--- src/rtl/vc_route_demux_pkg.sv ---
// Shared constants and state encoding for the vc_route_demux consumer stage.
// Holds the route-field position, destination count and one-hot helper.
package vc_route_demux_pkg;

  localparam int NUM_DEST = 4;
  localparam int SEL_LSB  = 8;

  typedef enum logic [1:0] {
    IDLE  = 2'd0,
    FETCH = 2'd1,
    ROUTE = 2'd2
  } state_e;

  function automatic logic [NUM_DEST-1:0] dest_onehot(input logic [1:0] sel);
    return NUM_DEST'(1) << sel;
  endfunction

endpackage

--- src/rtl/vc_route_demux_if.sv ---
// Upstream FIFO read side, downstream push side and observability bus of vc_route_demux.
// master = the demux itself, slave = the surrounding FIFOs / bench.
interface vc_route_demux_if #(
  parameter int DATA_WIDTH = 10,
  parameter int CNT_WIDTH  = 8
);

  logic                  fifo_empty;
  logic [DATA_WIDTH-1:0] fifo_data;
  logic                  fifo_pop;
  logic [3:0]            almost_full_out;
  logic [3:0]            push_out;
  logic [DATA_WIDTH-1:0] data_out;
  logic                  busy;
  logic [4*CNT_WIDTH-1:0] fwd_count;

  modport master (
    input  fifo_empty, fifo_data, almost_full_out,
    output fifo_pop, push_out, data_out, busy, fwd_count
  );

  modport slave (
    output fifo_empty, fifo_data, almost_full_out,
    input  fifo_pop, push_out, data_out, busy, fwd_count
  );

endinterface

--- src/rtl/vc_route_demux_dest_counter_bank.sv ---
// Four wrapping per-destination forwarded-word counters; +1 on the edge after an inc bit.
// No backpressure: counts whatever push strobes it is given.
module vc_route_demux_dest_counter_bank
  import vc_route_demux_pkg::*;
#(
  parameter int CNT_WIDTH = 8
) (
  input  logic                          clk,
  input  logic                          reset,
  input  logic [NUM_DEST-1:0]           inc,
  output logic [NUM_DEST*CNT_WIDTH-1:0] fwd_count
);

  logic [CNT_WIDTH-1:0] cnt_q [NUM_DEST];
  logic [CNT_WIDTH-1:0] cnt_d [NUM_DEST];

  always_comb begin
    for (int i = 0; i < NUM_DEST; i++) begin
      cnt_d[i] = cnt_q[i] + CNT_WIDTH'(inc[i]);
    end
  end

  always_ff @(posedge clk or negedge reset) begin
    if (!reset) begin
      for (int i = 0; i < NUM_DEST; i++) begin
        cnt_q[i] <= '0;
      end
    end else begin
      for (int i = 0; i < NUM_DEST; i++) begin
        cnt_q[i] <= cnt_d[i];
      end
    end
  end

  always_comb begin
    fwd_count = '0;
    for (int i = 0; i < NUM_DEST; i++) begin
      fwd_count[i*CNT_WIDTH +: CNT_WIDTH] = cnt_q[i];
    end
  end

endmodule

--- src/rtl/vc_route_demux.sv ---
// Pops the upstream FIFO and pushes each word to the destination named by its route field.
// Pop-to-push latency 2 cycles, 1 word / 2 cycles; a full destination stalls the stage (head-of-line).
module vc_route_demux #(
  parameter int DATA_WIDTH = 10,
  parameter int SEL_LSB    = vc_route_demux_pkg::SEL_LSB,
  parameter int CNT_WIDTH  = 8
) (
  input logic               clk,
  input logic               reset,
  vc_route_demux_if.master  bus
);

  import vc_route_demux_pkg::*;

  state_e                  state_q, state_d;
  logic [DATA_WIDTH-1:0]   hold_data_q, hold_data_d;
  logic [1:0]              dest;
  logic                    pop;
  logic [NUM_DEST-1:0]     push;
  logic [NUM_DEST*CNT_WIDTH-1:0] fwd_count;

  assign dest = hold_data_q[SEL_LSB+1:SEL_LSB];

  always_comb begin
    state_d     = state_q;
    hold_data_d = hold_data_q;
    pop         = 1'b0;
    push        = '0;
    case (state_q)
      IDLE: begin
        if (!bus.fifo_empty) begin
          pop     = 1'b1;
          state_d = FETCH;
        end
      end
      FETCH: begin
        hold_data_d = bus.fifo_data;
        state_d     = ROUTE;
      end
      ROUTE: begin
        // Pop for the next word in the same cycle as the push to keep 1 word / 2 cycles.
        if (!bus.almost_full_out[dest]) begin
          push = dest_onehot(dest);
          if (!bus.fifo_empty) begin
            pop     = 1'b1;
            state_d = FETCH;
          end else begin
            state_d = IDLE;
          end
        end
      end
      default: state_d = IDLE;
    endcase
  end

  always_ff @(posedge clk or negedge reset) begin
    if (!reset) begin
      state_q     <= IDLE;
      hold_data_q <= '0;
    end else begin
      state_q     <= state_d;
      hold_data_q <= hold_data_d;
    end
  end

  // Strobes are forced low while reset is held so no pop or push leaks out mid-reset.
  assign bus.fifo_pop  = pop & reset;
  assign bus.push_out  = push & {NUM_DEST{reset}};
  assign bus.data_out  = hold_data_q;
  assign bus.busy      = (state_q != IDLE);
  assign bus.fwd_count = fwd_count;

  vc_route_demux_dest_counter_bank #(
    .CNT_WIDTH (CNT_WIDTH)
  ) u_dest_counter_bank (
    .clk       (clk),
    .reset     (reset),
    .inc       (bus.push_out),
    .fwd_count (fwd_count)
  );

endmodule

--- src/flat_wrapper.sv ---
// flat-port wrapper written by rule: the top's interface ports become plain ports
module vc_route_demux_flat import vc_route_demux_pkg::*;
#(
  parameter int DATA_WIDTH = 10,
  parameter int SEL_LSB    = vc_route_demux_pkg::SEL_LSB,
  parameter int CNT_WIDTH  = 8
)
  (clk, reset, bus_fifo_empty, bus_fifo_data, bus_almost_full_out, bus_fifo_pop, bus_push_out, bus_data_out, bus_busy, bus_fwd_count);
  vc_route_demux_if #(.DATA_WIDTH(DATA_WIDTH), .CNT_WIDTH(CNT_WIDTH)) bus_i ();
  input logic clk;
  input logic reset;
  input wire logic [$bits(bus_i.fifo_empty)-1:0] bus_fifo_empty;
  input wire logic [$bits(bus_i.fifo_data)-1:0] bus_fifo_data;
  input wire logic [$bits(bus_i.almost_full_out)-1:0] bus_almost_full_out;
  output wire logic [$bits(bus_i.fifo_pop)-1:0] bus_fifo_pop;
  output wire logic [$bits(bus_i.push_out)-1:0] bus_push_out;
  output wire logic [$bits(bus_i.data_out)-1:0] bus_data_out;
  output wire logic [$bits(bus_i.busy)-1:0] bus_busy;
  output wire logic [$bits(bus_i.fwd_count)-1:0] bus_fwd_count;
  assign bus_i.fifo_empty = bus_fifo_empty;
  assign bus_i.fifo_data = bus_fifo_data;
  assign bus_i.almost_full_out = bus_almost_full_out;
  assign bus_fifo_pop = bus_i.fifo_pop;
  assign bus_push_out = bus_i.push_out;
  assign bus_data_out = bus_i.data_out;
  assign bus_busy = bus_i.busy;
  assign bus_fwd_count = bus_i.fwd_count;
  vc_route_demux #(.DATA_WIDTH(DATA_WIDTH), .SEL_LSB(SEL_LSB), .CNT_WIDTH(CNT_WIDTH)) u_core (.clk(clk), .reset(reset), .bus(bus_i));
endmodule
--- config.mk ---
export PLATFORM = sky130hd
export DESIGN_NAME = vc_route_demux_flat
export DESIGN_NICKNAME = d
export VERILOG_FILES = /design/src/rtl/vc_route_demux_pkg.sv /design/src/rtl/vc_route_demux_if.sv /design/src/rtl/vc_route_demux_dest_counter_bank.sv /design/src/rtl/vc_route_demux.sv /design/src/flat_wrapper.sv
export SDC_FILE = /design/constraint.sdc
export NUM_CORES = 1
export LEC_CHECK = 0
export CAP_MARGIN = 20
export CORE_MARGIN = 2
export CORE_UTILIZATION = 44
export DETAILED_ROUTE_END_ITERATION = 12
export PLACE_DENSITY = 0.82
export SLEW_MARGIN = 20
export SYNTH_ARGS = -nofsm -noshare
export SYNTH_HDL_FRONTEND = slang
export SYNTH_SLANG_ARGS = --single-unit
--- constraint.sdc ---
create_clock -name clk -period 2 [get_ports clk]
set_input_delay 0.4 -clock clk [delete_from_list [all_inputs] [get_ports clk]]
set_output_delay 0.4 -clock clk [all_outputs]
set_load 0.02 [all_outputs]
* Yosys cells after proc, flatten, opt, wreduce, memory -nomap -nowiden
Cells that the tools add are included.
** Cells by class
- $mul :: 0
- Reduce and logical (&&, ||, !) cells :: 3
- Bitwise logic cells :: 2
- Equality and inequality tests :: 4
- $lt $le $gt $ge :: 1
- Multiplexer cells :: 11
- Shift operators :: 1
- Divide/modulo/power cells :: 0
- Add/sub/neg operators :: 4
** Operators with widths (number)
- 8-bit by 1-bit adder with 8-bit output :: 4
- 4-bit two-way mux :: 2
- 2-bit case mux with 3 select lines :: 1
- 4-bit AND :: 1
- 1-bit two-way mux :: 4
- 2-bit two-way mux :: 2
- 2-bit != test, second input constant :: 2
- 1-bit by 2-bit left shift with 4-bit output, first input constant :: 1
- 2-bit by 3-bit < comparator with 1-bit output, second input constant :: 1
- 1-bit binary-select mux with 2-bit select :: 1
- 2-bit by 1-bit equality test with 1-bit output, second input constant :: 1
- 2-bit equality test, second input constant :: 1
- 2-bit logical NOT :: 1
- 1-bit case mux with 2 select lines :: 1
- 2-bit AND reduction :: 1
- 2-bit nonzero test :: 1
- 1-bit AND :: 1
** Storage, ports and cells
- Bits in latches :: 0
- Memories :: 0
- Flip-flop bits (word level) :: 44
- Output and inout port bits :: 48
- Word-level logic and storage cells :: 32
- Bits of input ports :: 17
- Memory bits (read-only) :: 0
- Memory bits (writable) :: 0

* Depth between registers and ports, before layout
Gate-level depths: netlist of the first run.
- Depth in word-level cells :: 6
- Gate-level depth with buffers :: 7
- Depth with buffers taken out :: 7

* By module
Synthesis of the first run repeated with hierarchy kept, for this count alone.
** Second synthesis, totals
- Cell total of the unflattened synthesis :: 131
- Area, all modules :: 1814.2 um^2
** Modules (own cells, without submodules)
- vc_route_demux_dest_counter_bank :: seq. area each 800.8 um^2, cells each 93, instances 1, area each 1270.0 um^2
- vc_route_demux :: seq. area each 300.3 um^2, cells each 38, instances 1, area each 544.3 um^2

* Worst setup path before layout of the first run
No wires, ideal clock.
- Path kind :: register to register
- Start :: register u_core.hold_data_q[8], in the netlist u_core.bus.data_out[8]
- End :: register u_core.u_dest_counter_bank.cnt_q, in the netlist u_core.u_dest_counter_bank.fwd_count[22]
- Arrival time :: 2.327 ns
- Period minus slack after synthesis :: 2.406 ns
- Stages on the path, launching flop included :: 8
- Setup time :: 0.080 ns
- Path slack :: -0.406 ns
- Buffers on the path :: 1
- Data required time :: 1.920 ns
- Cell sequence :: dfrtp_1 -> buf_2 -> nor4_1 -> ha_1 -> ha_1 -> nand3_1 -> nor2_1 -> xor2_1
** RTL lines
- start: declaration :: RTL line vc_route_demux.sv:16 : logic [DATA_WIDTH-1:0] hold_data_q, hold_data_d;
- start signal: assignment :: RTL line vc_route_demux.sv:62 : hold_data_q <= hold_data_d;
- end signal: indexed assignment :: RTL line vc_route_demux_dest_counter_bank.sv:30 : cnt_q[i] <= cnt_d[i];
- end: declaration :: RTL line vc_route_demux_dest_counter_bank.sv:14 : logic [CNT_WIDTH-1:0] cnt_q [NUM_DEST];

* Worst setup path in the final report of the first run
- Start :: register u_core.state_q[0]
- End :: output bus_push_out[2]
** Between the ends
- Cells in the longest elaborated chain, start to end :: 3
** RTL lines
- start: declaration :: RTL line vc_route_demux.sv:15 : state_e state_q, state_d;
- start signal: assignment :: RTL line vc_route_demux.sv:61 : state_q <= state_d;
- 2-bit equality test :: RTL line vc_route_demux.sv:29 : case (state_q)
- 4-bit two-way mux :: RTL line vc_route_demux.sv:29
- 4-bit AND :: RTL line vc_route_demux.sv:68 : assign bus.push_out = push & {NUM_DEST{reset}};
- end: declaration :: RTL line flat_wrapper.sv:16 : output wire logic [$bits(bus_i.push_out)-1:0] bus_push_out;
No other way between the ends.

==> metrics.csv, run 1 <==
stage;metric;value;unit
drt;ant_nets;0;
yosys;syn_nets;159;
cts;cts_buffers;5;
setup_path;r2r_cells;9;
drt;drc;0;
final_layout;final_common_cell;clkdlybuf4s50_1;
floorplanning;ios;65;
global_route;grt_pass1_wl;6300;um
setup_path;critPathKind;register to output port;
cts;cts_tree;yes;
timing;maxSlewViolCount;0;
cts;clk_pin_slew;80;ps
power_and_ir_drop;comb_power_share;40.3;%
cts;clock-sinks;44;
setup_path;r2r_end;u_core.u_dest_counter_bank.fwd_count[22];
power_and_ir_drop;p_leak;0.00135;uW
timing;final.setup.worst_slack;40.4;ps
yosys;yosys_register_bits;44;
power_and_ir_drop;internal_power;2200;uW
floorplanning;std_cell_rows;23;
yosys;synth_top_area_share;59.5;%
cts;clock_path_buffers;2;
placed_design;dp_hpwl;3020;um
yosys;syn_inst;134;
setup_path;crit_path_end_kind;output port;
cts;clk_latency;290;ps
timing;max_slew_margin;64.3;%
final_layout;layout.cells.non_filler;275;
yosys;synth_top_cells_by_area;dfrtp_1, mux2_4, xnor2_1;
timing;fin_setup_tns;0;ps
final_layout;seqCellArea;1100;um^2
floorplanning;die_width;68.8;um
final_layout;stdcell_area;2860;um^2
setup_path;reg2reg_from;u_core.state_q[0];
global_route;globalRouteTotalUtil;18.5;%
cts;post-cts-setup-buffers;0;
drt;drtIter0Drc;65;
global_route;antenna_found_initial;0;
power_and_ir_drop;power_frac_seq;39.6;%
power_and_ir_drop;max-vdd-ir-drop;0.000828;V
setup_path;required;1600;ps
final_layout;final_cell_mix;clkdlybuf4s50_1, dfrtp_1, buf_4, nand3_1, xnor2_1;
floorplanning;die_height;68.8;um
run;cap_viol_max_count;0;
timing;fmax;510;MHz
timing;fin_crit_sh;98.0;%
timing;rsz0062_at_grt;true;
power_and_ir_drop;p_clk_share;20.1;%
yosys;ys_seq_area_share;59.5;%
global_route;grt-ovfl-total;0;
floorplanning;die_area;4740;um^2
setup_path;worstPathMaxFanout;5;
drt;wl_per_cell;14.4;um
power_and_ir_drop;p_switching;1060;uW
placed_design;placed_area;2720;um^2
timing;setup_viol;0;
placed_design;pre_cts_slack;-371;ps
drt;vias;1363;
final_layout;syn2layout_area_growth;54.9;%
power_and_ir_drop;p_per_area;1140;nW/um^2
final_layout;antenna_cells;0;
drt;drtPass1Iterations;4;
final_layout;postLayoutCoreUtil;71.1;%
setup_path;r2r_slack;110;ps
yosys;synthDistinctLibCells;20;
global_route;grt_pass1_vias;1396;
power_and_ir_drop;power_switching_share;32.4;%
timing;worst_pin_slew;535;ps
placed_design;dp_cells;267;
timing;clock_skew;6.16;ps
timing;finalHoldViolCount;0;
yosys;syn-cell-area;1850;um^2
hold_path;hp-class;input port to async pin;
cts;cts-htree-levels;2;
final_layout;multi_input_area;807;um^2
timing;fin_crit;1960;ps
setup_path;cp.arrival;1560;ps
final_layout;nets;249;
floorplanning;initial_core_util;45.9;%
status;status;complete, no violations;
setup_path;start_kind;register;
placed_design;gp_congestion;0.757;
floorplanning;coreArea;4030;um^2
drt;wirelength;3950;um
yosys;synth_largest_area_cell;dfrtp_1;
yosys;avgSynthCellArea;13.8;um^2
cts;root_buffer;clkbuf_8;
placed_design;io_buffers;64;
final_layout;drive_above_1_share;25.3;%
yosys;ys_warn_count;0;
global_route;grt_start_max_net_pins;45;
final_layout;nFillCells;279;
drt;viasPerCell;4.96;
[worst max-delay path, cell delays in order, from the launching register on]
cell and delay, ps:
dfrtp_1 380, nand2b_4 180, buf_4 150, nor4_4 220, clkdlybuf4s15_1 340
[registers in the layout (all words and copies together), names as in the netlist]
| signal | flops |
|---|---|
| u_core.u_dest_counter_bank.fwd_count | 32 |
| u_core.bus.data_out | 10 |
| u_core.state_q | 2 |
[synth_stat cells (all sizes together)]
master / n
mux2: 10
buf: 2
dfrtp: 44
mux2i: 2
and3: 6
nand3: 18
xnor2: 17
nor3: 3
ha: 8
nor2: 2
o21a: 1
xor2: 7
or2: 1
nor4: 2
nand2: 5
nor4b: 2
o22ai: 1
nand2b: 3
[per-stage QoR]
step / hold WS [ps] / total power (uW)
6_report: 256 / 3260
5_1_grt: 296 / 3440
4_1_cts: 268 / 3280
3_5_place_dp: 470 / 2630
3_3_place_gp: 460 / 2590
2_1_floorplan: 104 / 1960
[cells by family after synthesis]
family	synth area share [%]
XOR/XNOR	11.4
AO/OA/AOI/OAI	1.08
flip-flops	59.5
buffers and inverters	0.879
AND/OR/NAND/NOR	12.5
adder cells (fa/ha/maj)	5.41
multiplexers	9.20
[worst max-delay path by stage]
stage | from | end | slack (ps) | depth (start not counted)
3_3_place_gp | bus_almost_full_out[2] | bus_fifo_pop | -390 | 5
3_5_place_dp | bus_almost_full_out[2] | bus_fifo_pop | -370 | 5
4_1_cts | u_core.state_q[0] | u_core.u_dest_counter_bank.fwd_count[22] | 8 | 9
6_report | u_core.state_q[0] | bus_push_out[2] | 40 | 4
5_1_grt | u_core.state_q[0] | bus_push_out[2] | -60 | 4
2_1_floorplan | u_core.bus.data_out[9] | u_core.u_dest_counter_bank.fwd_count[14] | -60 | 6
[routing by layer]
layer  vias to the layer above  track usage [%]  wire, um
met1                       665             20.9      1560
met4                         0             8.09        61
li1                        645                -         -
met5                         -                0         0
met2                        48             32.9      2070
met3                         5             4.55       259
[repair_timing]
item,in CTS,in global routing
hold buffers,0,0
pin swaps,0,2
resized for setup,17,13
setup endpoints to repair,7,8
[area by class of cell]
cell class	count	area share, %
multi-input combinational	88	28.2
tap	50	2.18
sequential	44	38.5
timing repair buffer	85	27.4
clock buffer	6	2.53
clock inverter	2	1.22
[power groups by stage]
stage | clock, uW | combinational [uW] | sequential, uW
after floorplan | 0 | 466 | 1500
after global placement | 0 | 1300 | 1290
after detailed placement | 0 | 1330 | 1300
after CTS | 675 | 1320 | 1290
after global routing | 714 | 1400 | 1330
final | 656 | 1310 | 1290
No activity file was read; power rests on OpenSTA's default activity.
==> run 2: changes to the inputs <==
--- a/config.mk
+++ b/config.mk
@@ -5,6 +5,7 @@
 export SDC_FILE = /design/constraint.sdc
 export NUM_CORES = 1
 export LEC_CHECK = 0
+export ABC_CLOCK_PERIOD_IN_PS = 2000
 export CAP_MARGIN = 20
 export CORE_MARGIN = 2
 export CORE_UTILIZATION = 44
==> results of run 2 <==
Final layout, timing and power as in run 1 (identical DEF).
==> run 3: changes to the inputs <==
--- a/config.mk
+++ b/config.mk
@@ -11,6 +11,7 @@
 export CORE_UTILIZATION = 44
 export DETAILED_ROUTE_END_ITERATION = 12
 export PLACE_DENSITY = 0.82
+export REMOVE_ABC_BUFFERS = 1
 export SLEW_MARGIN = 20
 export SYNTH_ARGS = -nofsm -noshare
 export SYNTH_HDL_FRONTEND = slang
==> run 3 against run 2 <==
  * Die area unchanged
  * Clock-buffer cell count down 1
  * Largest power group is now sequential cells
  * Utilization down 1.6 points
  * Non-clock buffer count down 2
  * Sequential power about the same
  * Clock skew down 0.78 ps
  * Critical path depth up 1
==> metrics.csv, run 3 (synthesis gave the netlist of run 1 again) <==
stage;metric;value;unit
global_route;grt-ovfl-total;0;
drt;drc;0;
drt;ant_nets;0;
final_layout;final_cell_mix;clkdlybuf4s50_1, dfrtp_1, buf_4, nand3_1, xnor2_1;
drt;wirelength;4250;um
cts;clk_pin_slew;80;ps
floorplanning;initial_core_util;45.9;%
global_route;grt_pass1_vias;1418;
drt;viasPerCell;4.97;
timing;rsz0062_at_grt;true;
timing;setup_viol;0;
timing;max_slew_margin;53.5;%
timing;maxSlewViolCount;0;
global_route;globalRouteTotalUtil;19.7;%
placed_design;dp_cells;265;
setup_path;r2r_cells;8;
setup_path;r2r_end;u_core.u_dest_counter_bank.fwd_count[22];
run;cap_viol_max_count;0;
power_and_ir_drop;p_per_area;1160;nW/um^2
setup_path;cp.arrival;1600;ps
timing;fin_crit_sh;99.8;%
floorplanning;coreArea;4030;um^2
floorplanning;ios;65;
placed_design;dp_hpwl;3140;um
status;status;complete, no violations;
timing;worst_pin_slew;698;ps
final_layout;layout.cells.non_filler;273;
final_layout;drive_above_1_share;22.0;%
cts;cts-htree-levels;2;
final_layout;antenna_cells;0;
timing;finalHoldViolCount;0;
cts;root_buffer;clkbuf_8;
final_layout;syn2layout_area_growth;51.5;%
timing;fin_setup_tns;0;ps
cts;cts_buffers;5;
setup_path;required;1600;ps
setup_path;start_kind;input port;
cts;clock_path_buffers;2;
timing;fin_crit;2000;ps
setup_path;critPathKind;input port to output port;
floorplanning;die_height;68.8;um
floorplanning;die_width;68.8;um
timing;fmax;501;MHz
setup_path;r2r_slack;130;ps
drt;drtIter0Drc;68;
floorplanning;die_area;4740;um^2
setup_path;crit_start;bus_almost_full_out[3];
setup_path;worstPathMaxFanout;2;
drt;wl_per_cell;15.6;um
setup_path;reg2reg_from;u_core.state_q[0];
global_route;grt_start_max_net_pins;45;
timing;clock_skew;5.38;ps
global_route;grt_pass1_wl;6580;um
global_route;antenna_found_initial;0;
cts;clk_latency;290;ps
placed_design;io_buffers;64;
drt;vias;1358;
cts;cts_tree;yes;
setup_path;crit_path_end_kind;output port;
final_layout;largest_reg_flops;32;
cts;cts_hold_buf;0;
cts;post-cts-setup-buffers;0;
final_layout;postLayoutCoreUtil;69.5;%
placed_design;gp_congestion;0.731;
power_and_ir_drop;p_leak;0.00133;uW
hold_path;hp-class;input port to async pin;
power_and_ir_drop;max-vdd-ir-drop;0.00101;V
cts;clock-sinks;44;
drt;drtPass1Iterations;4;
setup_path;worstSetupEndpoint;bus_fifo_pop;
final_layout;final_common_cell;clkdlybuf4s50_1;
floorplanning;std_cell_rows;23;
final_layout;nets;247;
[run 3: changes by cell type in the layout (fill, tap and decap cells not counted), sizes merged]
cell           previous run  this run
dlymetal6s2s              1         0
clkdlybuf4s15             2         3
buf                      24        21
dlygate4sd2               1         2
clkbuf                    6         5
dlygate4sd1               1         0
clkdlybuf4s50            56        57
clkinvlp                  0         1
[run 3: metal layers]
| layer | wire length [um] | vias up | global-route usage, % |
|---|---|---|---|
| li1 | - | 638 | - |
| met3 | 219 | 6 | 4.38 |
| met2 | 2280 | 49 | 35.8 |
| met1 | 1670 | 665 | 21.8 |
| met5 | 0 | - | 0 |
| met4 | 80 | 0 | 8.82 |
[run 3: final cells by class]
cell class	count	area, um^2
Clock buffer	5	68.8
Clock inverter	3	42.5
Fill cell	293	1230
Multi-Input combinational cell	88	751
Sequential cell	44	1100
Tap cell	50	62.6
Timing Repair Buffer	83	774
[run 3: how the worst min path moves through the flow]
stage / from / endpoint / slack, ps / cells after the start
3_5_place_dp: u_core.u_dest_counter_bank.fwd_count[7] / u_core.u_dest_counter_bank.fwd_count[7] / 460 / 1
5_1_grt: reset / u_core.u_dest_counter_bank.fwd_count[31] / 280 / 2
2_1_floorplan: reset / u_core.bus.data_out[0] / 100 / 0
4_1_cts: reset / u_core.u_dest_counter_bank.fwd_count[16] / 250 / 2
6_report: reset / u_core.u_dest_counter_bank.fwd_count[16] / 240 / 2
3_3_place_gp: u_core.u_dest_counter_bank.fwd_count[23] / u_core.u_dest_counter_bank.fwd_count[23] / 460 / 1
[run 3: power by group]
group          switching [uW]  internal (uW)  total, uW
logic                     576            714       1290
registers                 186           1100       1290
clock network             299            369        668
total                    1060           2180       3240
[run 3: timing repair]
action | 4_1_cts | 5_1_grt
resized for setup | 20 | 1
endpoints found under the setup margin | 7 | 10
pin swaps | 0 | 0
[run 3: through the flow]
step | total power [uW] | setup WS, ps | cell area, um^2 | hold slack, ps
2_1_floorplan | 1910 | -391 | 1830 | 104
3_3_place_gp | 2540 | -361 | 2670 | 461
3_5_place_dp | 2590 | -377 | 2670 | 464
4_1_cts | 3270 | 1.36 | 2800 | 250
5_1_grt | 3400 | -71.9 | 2800 | 282
6_report | 3240 | 4.79 | 2800 | 238
[run 3: critical path: stages]
cell and delay [ps]:
clkdlybuf4s50_1 450, mux2i_1 250, o22ai_2 130, nor3_1 160, buf_2 200
